File: config.mk
export PLATFORM = sky130hd
export DESIGN_NAME = spi_slave_framer
export DESIGN_NICKNAME = d
export VERILOG_FILES = /design/src/rtl/spi_slave_framer.sv
export SDC_FILE = /design/constraint.sdc
export NUM_CORES = 1
export LEC_CHECK = 0
export ABC_AREA = 1
export CORE_MARGIN = 2
export CORE_UTILIZATION = 57
export DETAILED_ROUTE_END_ITERATION = 7
export PLACE_DENSITY = 0.85
export SLEW_MARGIN = 20
export SYNTH_ARGS = -nofsm -noshare
export SYNTH_HDL_FRONTEND = slang
export SYNTH_SLANG_ARGS = --single-unit
File: constraint.sdc
create_clock -name clk -period 2.72 [get_ports clk]
set_clock_uncertainty 0.05 [all_clocks]
set_input_delay 0.544 -clock clk [delete_from_list [all_inputs] [get_ports clk]]
set_output_delay 0.544 -clock clk [all_outputs]
set_load 0.01 [all_outputs]
File: src/rtl/spi_slave_framer.sv
// SPI slave that splits each chip-select frame into command, address and data fields.
// It can also shift a response word out on MISO during the data field.
module spi_slave_framer #(
  parameter int CMD_BYTES   = 2,
  parameter int ADDR_BYTES  = 1,
  parameter int DATA_BYTES  = 5,
  parameter int CPOL        = 0,
  parameter int CPHA        = 0,
  parameter int SYNC_STAGES = 2
) (
  input  logic                    clk,
  input  logic                    resetn,
  input  logic                    spi_clk,
  input  logic                    spi_mosi,
  input  logic                    spi_scsn,
  output logic                    spi_miso,
  output logic [CMD_BYTES*8-1:0]  spi_cmd_r,
  output logic                    spi_cmd_valid_r,
  output logic [ADDR_BYTES*8-1:0] spi_addr_r,
  output logic                    spi_addr_valid_r,
  output logic [DATA_BYTES*8-1:0] spi_data_r,
  output logic                    spi_data_valid_r,
  input  logic [DATA_BYTES*8-1:0] spi_sdo,
  input  logic                    spi_sdo_valid,
  output logic                    spi_done,
  output logic                    spi_frame_err
);

  localparam int CMD_BITS  = CMD_BYTES * 8;
  localparam int ADDR_BITS = ADDR_BYTES * 8;
  localparam int DATA_BITS = DATA_BYTES * 8;
  localparam int SHW_CA    = (CMD_BITS > ADDR_BITS) ? CMD_BITS : ADDR_BITS;
  localparam int SHW       = (DATA_BITS > SHW_CA) ? DATA_BITS : SHW_CA;

  localparam logic       CLK_IDLE    = (CPOL != 0);
  localparam logic       SAMPLE_RISE = (CPOL == CPHA);
  localparam logic       LATE_PHASE  = (CPHA != 0);
  localparam logic [2:0] PRIME_N     = 3'(SYNC_STAGES + 1);

  typedef enum logic [2:0] {
    S_IDLE,
    S_CMD,
    S_ADDR,
    S_DATA,
    S_TAIL
  } state_t;

  state_t r_state;
  state_t w_stateNext;

  logic [SYNC_STAGES-1:0] r_sclkSync;
  logic [SYNC_STAGES-1:0] r_mosiSync;
  logic [SYNC_STAGES-1:0] r_scsnSync;
  logic                   r_sclkD;
  logic                   r_scsnD;
  logic [2:0]             r_primeCnt;
  logic                   r_armed;

  logic [6:0]           r_bitCnt;
  logic [SHW-2:0]       r_shift;
  logic [CMD_BITS-1:0]  r_cmd;
  logic [ADDR_BITS-1:0] r_addr;
  logic [DATA_BITS-1:0] r_data;
  logic                 r_cmdValid;
  logic                 r_addrValid;
  logic                 r_dataValid;
  logic                 r_done;
  logic                 r_err;
  logic                 r_donePend;
  logic [DATA_BITS-1:0] r_tx;
  logic                 r_txLoaded;
  logic                 r_txStarted;

  logic           w_sclk;
  logic           w_mosi;
  logic           w_scsn;
  logic           w_sclkRise;
  logic           w_sclkFall;
  logic           w_sampleEv;
  logic           w_launchEv;
  logic           w_csFall;
  logic           w_csRise;
  logic           w_lastBit;
  logic           w_fieldDone;
  logic           w_inField;
  logic [SHW-1:0] w_shiftNext;

  assign w_sclk      = r_sclkSync[SYNC_STAGES-1];
  assign w_mosi      = r_mosiSync[SYNC_STAGES-1];
  assign w_scsn      = r_scsnSync[SYNC_STAGES-1];
  assign w_sclkRise  = w_sclk & ~r_sclkD;
  assign w_sclkFall  = ~w_sclk & r_sclkD;
  assign w_sampleEv  = SAMPLE_RISE ? w_sclkRise : w_sclkFall;
  assign w_launchEv  = SAMPLE_RISE ? w_sclkFall : w_sclkRise;
  assign w_csFall    = ~w_scsn & r_scsnD & r_armed;
  assign w_csRise    = w_scsn & ~r_scsnD;
  assign w_fieldDone = w_sampleEv & w_lastBit;
  assign w_inField   = (r_state == S_CMD) || (r_state == S_ADDR) || (r_state == S_DATA);
  assign w_shiftNext = {r_shift, w_mosi};

  always_ff @(posedge clk or negedge resetn) begin
    if (!resetn) begin
      r_sclkSync <= {SYNC_STAGES{CLK_IDLE}};
      r_mosiSync <= '1;
      r_scsnSync <= '1;
      r_sclkD    <= CLK_IDLE;
      r_scsnD    <= 1'b1;
    end else begin
      r_sclkSync <= {r_sclkSync[SYNC_STAGES-2:0], spi_clk};
      r_mosiSync <= {r_mosiSync[SYNC_STAGES-2:0], spi_mosi};
      r_scsnSync <= {r_scsnSync[SYNC_STAGES-2:0], spi_scsn};
      r_sclkD    <= w_sclk;
      r_scsnD    <= w_scsn;
    end
  end

  // Chip select must be seen high on real (flushed) synchroniser data before a frame may start,
  // so a select held low across reset cannot fake a falling edge.
  always_ff @(posedge clk or negedge resetn) begin
    if (!resetn) begin
      r_primeCnt <= '0;
      r_armed    <= 1'b0;
    end else if (r_primeCnt != PRIME_N) begin
      r_primeCnt <= r_primeCnt + 3'd1;
    end else if (w_scsn && r_scsnD) begin
      r_armed <= 1'b1;
    end
  end

  always_comb begin
    w_lastBit = 1'b0;
    case (r_state)
      S_CMD:   w_lastBit = (r_bitCnt == 7'(CMD_BITS - 1));
      S_ADDR:  w_lastBit = (r_bitCnt == 7'(ADDR_BITS - 1));
      S_DATA:  w_lastBit = (r_bitCnt == 7'(DATA_BITS - 1));
      default: w_lastBit = 1'b0;
    endcase
  end

  always_ff @(posedge clk or negedge resetn) begin
    if (!resetn) r_state <= S_IDLE;
    else         r_state <= w_stateNext;
  end

  always_comb begin
    w_stateNext = r_state;
    case (r_state)
      S_IDLE: if (w_csFall) w_stateNext = S_CMD;
      S_CMD: begin
        if (w_csRise)         w_stateNext = S_IDLE;
        else if (w_fieldDone) w_stateNext = S_ADDR;
      end
      S_ADDR: begin
        if (w_csRise)         w_stateNext = S_IDLE;
        else if (w_fieldDone) w_stateNext = S_DATA;
      end
      // The final data bit wins over a simultaneous deselect; done then follows from TAIL.
      S_DATA: begin
        if (w_fieldDone)      w_stateNext = S_TAIL;
        else if (w_csRise)    w_stateNext = S_IDLE;
      end
      S_TAIL: if (w_csRise || r_donePend) w_stateNext = S_IDLE;
      default: w_stateNext = S_IDLE;
    endcase
  end

  always_ff @(posedge clk or negedge resetn) begin
    if (!resetn) begin
      r_bitCnt    <= '0;
      r_shift     <= '0;
      r_cmd       <= '0;
      r_addr      <= '0;
      r_data      <= '0;
      r_cmdValid  <= 1'b0;
      r_addrValid <= 1'b0;
      r_dataValid <= 1'b0;
      r_done      <= 1'b0;
      r_err       <= 1'b0;
      r_donePend  <= 1'b0;
    end else begin
      r_cmdValid  <= 1'b0;
      r_addrValid <= 1'b0;
      r_dataValid <= 1'b0;
      r_done      <= 1'b0;
      r_err       <= 1'b0;
      r_donePend  <= 1'b0;
      if (r_state == S_IDLE) begin
        r_bitCnt <= '0;
      end else if (w_inField && w_sampleEv) begin
        r_shift  <= w_shiftNext[SHW-2:0];
        r_bitCnt <= w_lastBit ? 7'd0 : r_bitCnt + 7'd1;
      end
      case (r_state)
        S_CMD: begin
          if (w_csRise) begin
            r_err <= 1'b1;
          end else if (w_fieldDone) begin
            r_cmd      <= w_shiftNext[CMD_BITS-1:0];
            r_cmdValid <= 1'b1;
          end
        end
        S_ADDR: begin
          if (w_csRise) begin
            r_err <= 1'b1;
          end else if (w_fieldDone) begin
            r_addr      <= w_shiftNext[ADDR_BITS-1:0];
            r_addrValid <= 1'b1;
          end
        end
        S_DATA: begin
          if (w_fieldDone) begin
            r_data      <= w_shiftNext[DATA_BITS-1:0];
            r_dataValid <= 1'b1;
            r_donePend  <= w_csRise;
          end else if (w_csRise) begin
            r_err <= 1'b1;
          end
        end
        S_TAIL: if (w_csRise || r_donePend) r_done <= 1'b1;
        default: ;
      endcase
    end
  end

  // Mode 0/2 must hold the first response bit through the first sample edge, so shifting
  // waits for a data bit to have been sampled; mode 1/3 presents it on the first launch edge.
  always_ff @(posedge clk or negedge resetn) begin
    if (!resetn) begin
      r_tx        <= '0;
      r_txLoaded  <= 1'b0;
      r_txStarted <= 1'b0;
    end else if (r_state != S_DATA) begin
      r_txLoaded  <= 1'b0;
      r_txStarted <= 1'b0;
    end else if (spi_sdo_valid && (r_bitCnt == 7'd0) && !w_sampleEv) begin
      r_tx        <= spi_sdo;
      r_txLoaded  <= 1'b1;
      r_txStarted <= 1'b0;
    end else if (w_launchEv && r_txLoaded) begin
      if (LATE_PHASE && !r_txStarted) begin
        r_txStarted <= 1'b1;
      end else if (LATE_PHASE || (r_bitCnt != 7'd0)) begin
        r_tx <= {r_tx[DATA_BITS-2:0], 1'b0};
      end
    end
  end

  assign spi_miso = (r_state == S_DATA) && r_txLoaded && (!LATE_PHASE || r_txStarted) &&
                    r_tx[DATA_BITS-1];

  assign spi_cmd_r        = r_cmd;
  assign spi_cmd_valid_r  = r_cmdValid;
  assign spi_addr_r       = r_addr;
  assign spi_addr_valid_r = r_addrValid;
  assign spi_data_r       = r_data;
  assign spi_data_valid_r = r_dataValid;
  assign spi_done         = r_done;
  assign spi_frame_err    = r_err;

endmodule

==> impl_metrics.csv <==
group,metric,value,unit
sta,finalCritPeriodShare,93.3,%
power,vdd_drop_max,0.412,mV
power,power_leakage,4.08,nW
critical_path,r2r-end,"spi_data_r[39]",
synth,yosysTopAreaCell,"dfrtp_1",
cells_and_area,register_area,4310,um^2
place,hpwl,9.72,mm
critical_path,worstPathRequired,2.13,ns
clock_tree,path_clk_slew,0.06,ns
place,gp_congestion,0.809,
synth,syn_avg_cell_area,8.98,um^2
synth,synth_edf_count,0,
critical_path,path_max_fanout,6,
floorplanning,die-area,13200,um^2
critical_path,cp.arrival,1.94,ns
synth,ys_types,29,
global_routing,grt_pass1_wl,25.0,mm
route,wirelength,15.0,mm
floorplanning,io-pin-count,116,
route,drtIter0Drc,397,
cells_and_area,final_cells,1049,
route,drtAntennaViolNets,0,
global_routing,antenna_found_initial,0,
route,dr.pass1.iters,6,
cells_and_area,n_fill_cell,845,
synth,post-synth-top-count-cell,"nand2_1",
sta,setup_viol,0,
clock_tree,cts_tree,"yes",
floorplanning,die_w,115,um
cells_and_area,syn_to_final_growth,27.8,%
global_routing,grt_pass1_vias,5213,
power,p_per_area,787,nW/um^2
clock_tree,clk_path_buf_depth,2,
floorplanning,core_area,12000,um^2
synth,yosys.area.top_type_share,59.4,%
clock_tree,htreeDepth,4,
cells_and_area,multi_input_area,2170,um^2
synth,yosysWarnings,0,
floorplanning,start_util,58.5,%
sta,fin_crit,2.54,ns
min_path,hold_class,"in -> async",
clock_tree,clock_latency,0.42,ns
sta,finalWorstSetupSlack,0.182,ns
synth,seq_area_frac_synth,61.3,%
synth,synth_commonest_cells,"nand2_1 (228), dfrtp_1 (167), o21ai_0 (142)",
clock_tree,cts-root-buf,"clkbuf_16",
synth,ys_dominant_reg_cell,"dfrtp_1",
place,dpl.cell_count,1017,
sta,rsz0062_at_grt,"false",
sta,whs,0.0309,ns
synth,syn_nets,833,
floorplanning,num_rows,40,
clock_tree,ctsHoldBuffers,0,
route,drc_errors,0,
sta,max_slew_margin,65.2,%
global_routing,grt.overflow.total,0,
floorplanning,die_h,115,um
sta,worstMarginPinSlew,0.522,ns
synth,ys_ff_latch,172,
clock_tree,post-cts-setup-buffer-count,0,
cells_and_area,antenna_cells,0,
critical_path,rrSetupSlack,0.73,ns
synth,syn_inst,783,
critical_path,startpoint_type,"flip-flop",
sta,hold_viol_final,0,
cells_and_area,drive_above_1_share,6.54,%
critical_path,critPathKind,"reg -> out",
route,num_vias,5407,
cells_and_area,nets,939,
critical_path,ff2ff_path_depth,12,
clock_tree,clock-sinks,172,
route,wire_per_inst,14.3,um
place,io_buffers,115,
global_routing,grt_max_degree,84,
critical_path,cp-end-kind,"primary output",
clock_tree,cts_resized,0,
run_status,outcome,"complete, no violations",
sta,setup_tns,0,ns
synth,async_flop_share,100,%
sta,max_freq,394,MHz
sta,slew_viol_final,0,
global_routing,track_usage,24.2,%
place,dp_worst_setup_slack,0.584,ns
critical_path,regToRegStartpoint,"r_state[0]",
clock_tree,cts_buffers,17,
power,power,7.07,mW
synth,ys_top_cells_by_area,"dfrtp_1 (59%), nand2_1 (12%), o21ai_0 (10%), inv_1 (5.4%), o21ai_1 (3.1%)",
flow_run,max-cap-violations,0,
route,viasPerCell,5.15,
synth,syn_area,7030,um^2
## layout make-up
class                      count  share of cell area (%)
clock inverter                10                    1.80
multi-input combinational    470                    24.1
sequential                   172                    48.0
inverter                     103                    4.30
timing repair buffer         125                    14.5
clock buffer                  22                    5.28
tap                          147                    2.05
## routing by layer
metal / global-route usage (%) / vias up / wire length, um
li1: - / 2687 / -
met1: 32.4 / 2588 / 6570
met2: 38.8 / 107 / 7470
met3: 5.54 / 25 / 657
met4: 9.96 / 0 / 320
met5: 0 / - / 0
## per-stage QoR
stage,utilization (%),area (um^2)
3_3_place_gp,69.5,8350
3_5_place_dp,69.5,8350
2_1_floorplan,-,7030
4_1_cts,74.8,8980
6_report,74.8,8980
5_1_grt,74.8,8980
## critical path, cell delays in order, from the launching register on
cell and delay [ns]:
dfrtp_1 0.46, inv_2 0.12, nand3_1 0.10, nor2_1 0.15, inv_1 0.08, nor2_1 0.09, clkdlybuf4s50_1 0.53
## registers in the layout (all words and copies together) (netlist names), 2 cells and up
| register | flops |
|---|---|
| spi_addr_r | 8 |
| r_mosiSync | 2 |
| r_state | 3 |
| r_shift | 39 |
| spi_cmd_r | 16 |
| r_scsnSync | 2 |
| r_tx | 40 |
| r_primeCnt | 3 |
| spi_data_r | 40 |
| r_sclkSync | 2 |
| r_bitCnt | 7 |
## how the worst max path moves through the flow
stage / endpoint / start
after floorplan: r_tx[29] / r_bitCnt[0]
after global placement: spi_miso / r_state[2]
after detailed placement: r_tx[14] / spi_sdo_valid
after CTS: spi_miso / r_state[2]
after global routing: spi_miso / r_state[2]
final: spi_miso / r_state[2]
## logic make-up (layout without fill, tap and decap cells)
family / count (synthesis) / in the layout / synth area share [%]
simple gates: 266 / 266 / 15.2
compound gates: 194 / 194 / 14.0
flops: 172 / 172 / 61.3
buf+inv: 141 / 260 / 8.04
xor+xnor: 5 / 5 / 0.623
fa+ha+maj: 4 / 4 / 0.712
mux: 1 / 1 / 0.160
## report_power, final
part / internal, mW / switching (mW)
Combinational: 0.468 / 0.890
Clock: 1.61 / 0.953
Sequential: 2.97 / 0.182
## placed cells by master (no fill, tap or decap), drive strengths merged
cell and count:
a211oi 1, a21oi 2, a31oi 1, buf 11
bufinv 4, clkbuf 22, clkdlybuf4s50 114, clkinv 5
dfrtp 167, dfstp 5, ha 4, inv 104
mux2 1, nand2 230, nand3 11, nand4 6
nor2 17, nor3 2, o21ai 185, o22ai 3
o31ai 1, o32ai 1, xnor2 1, xor2 4
No activity file was read; power rests on OpenSTA's default activity.
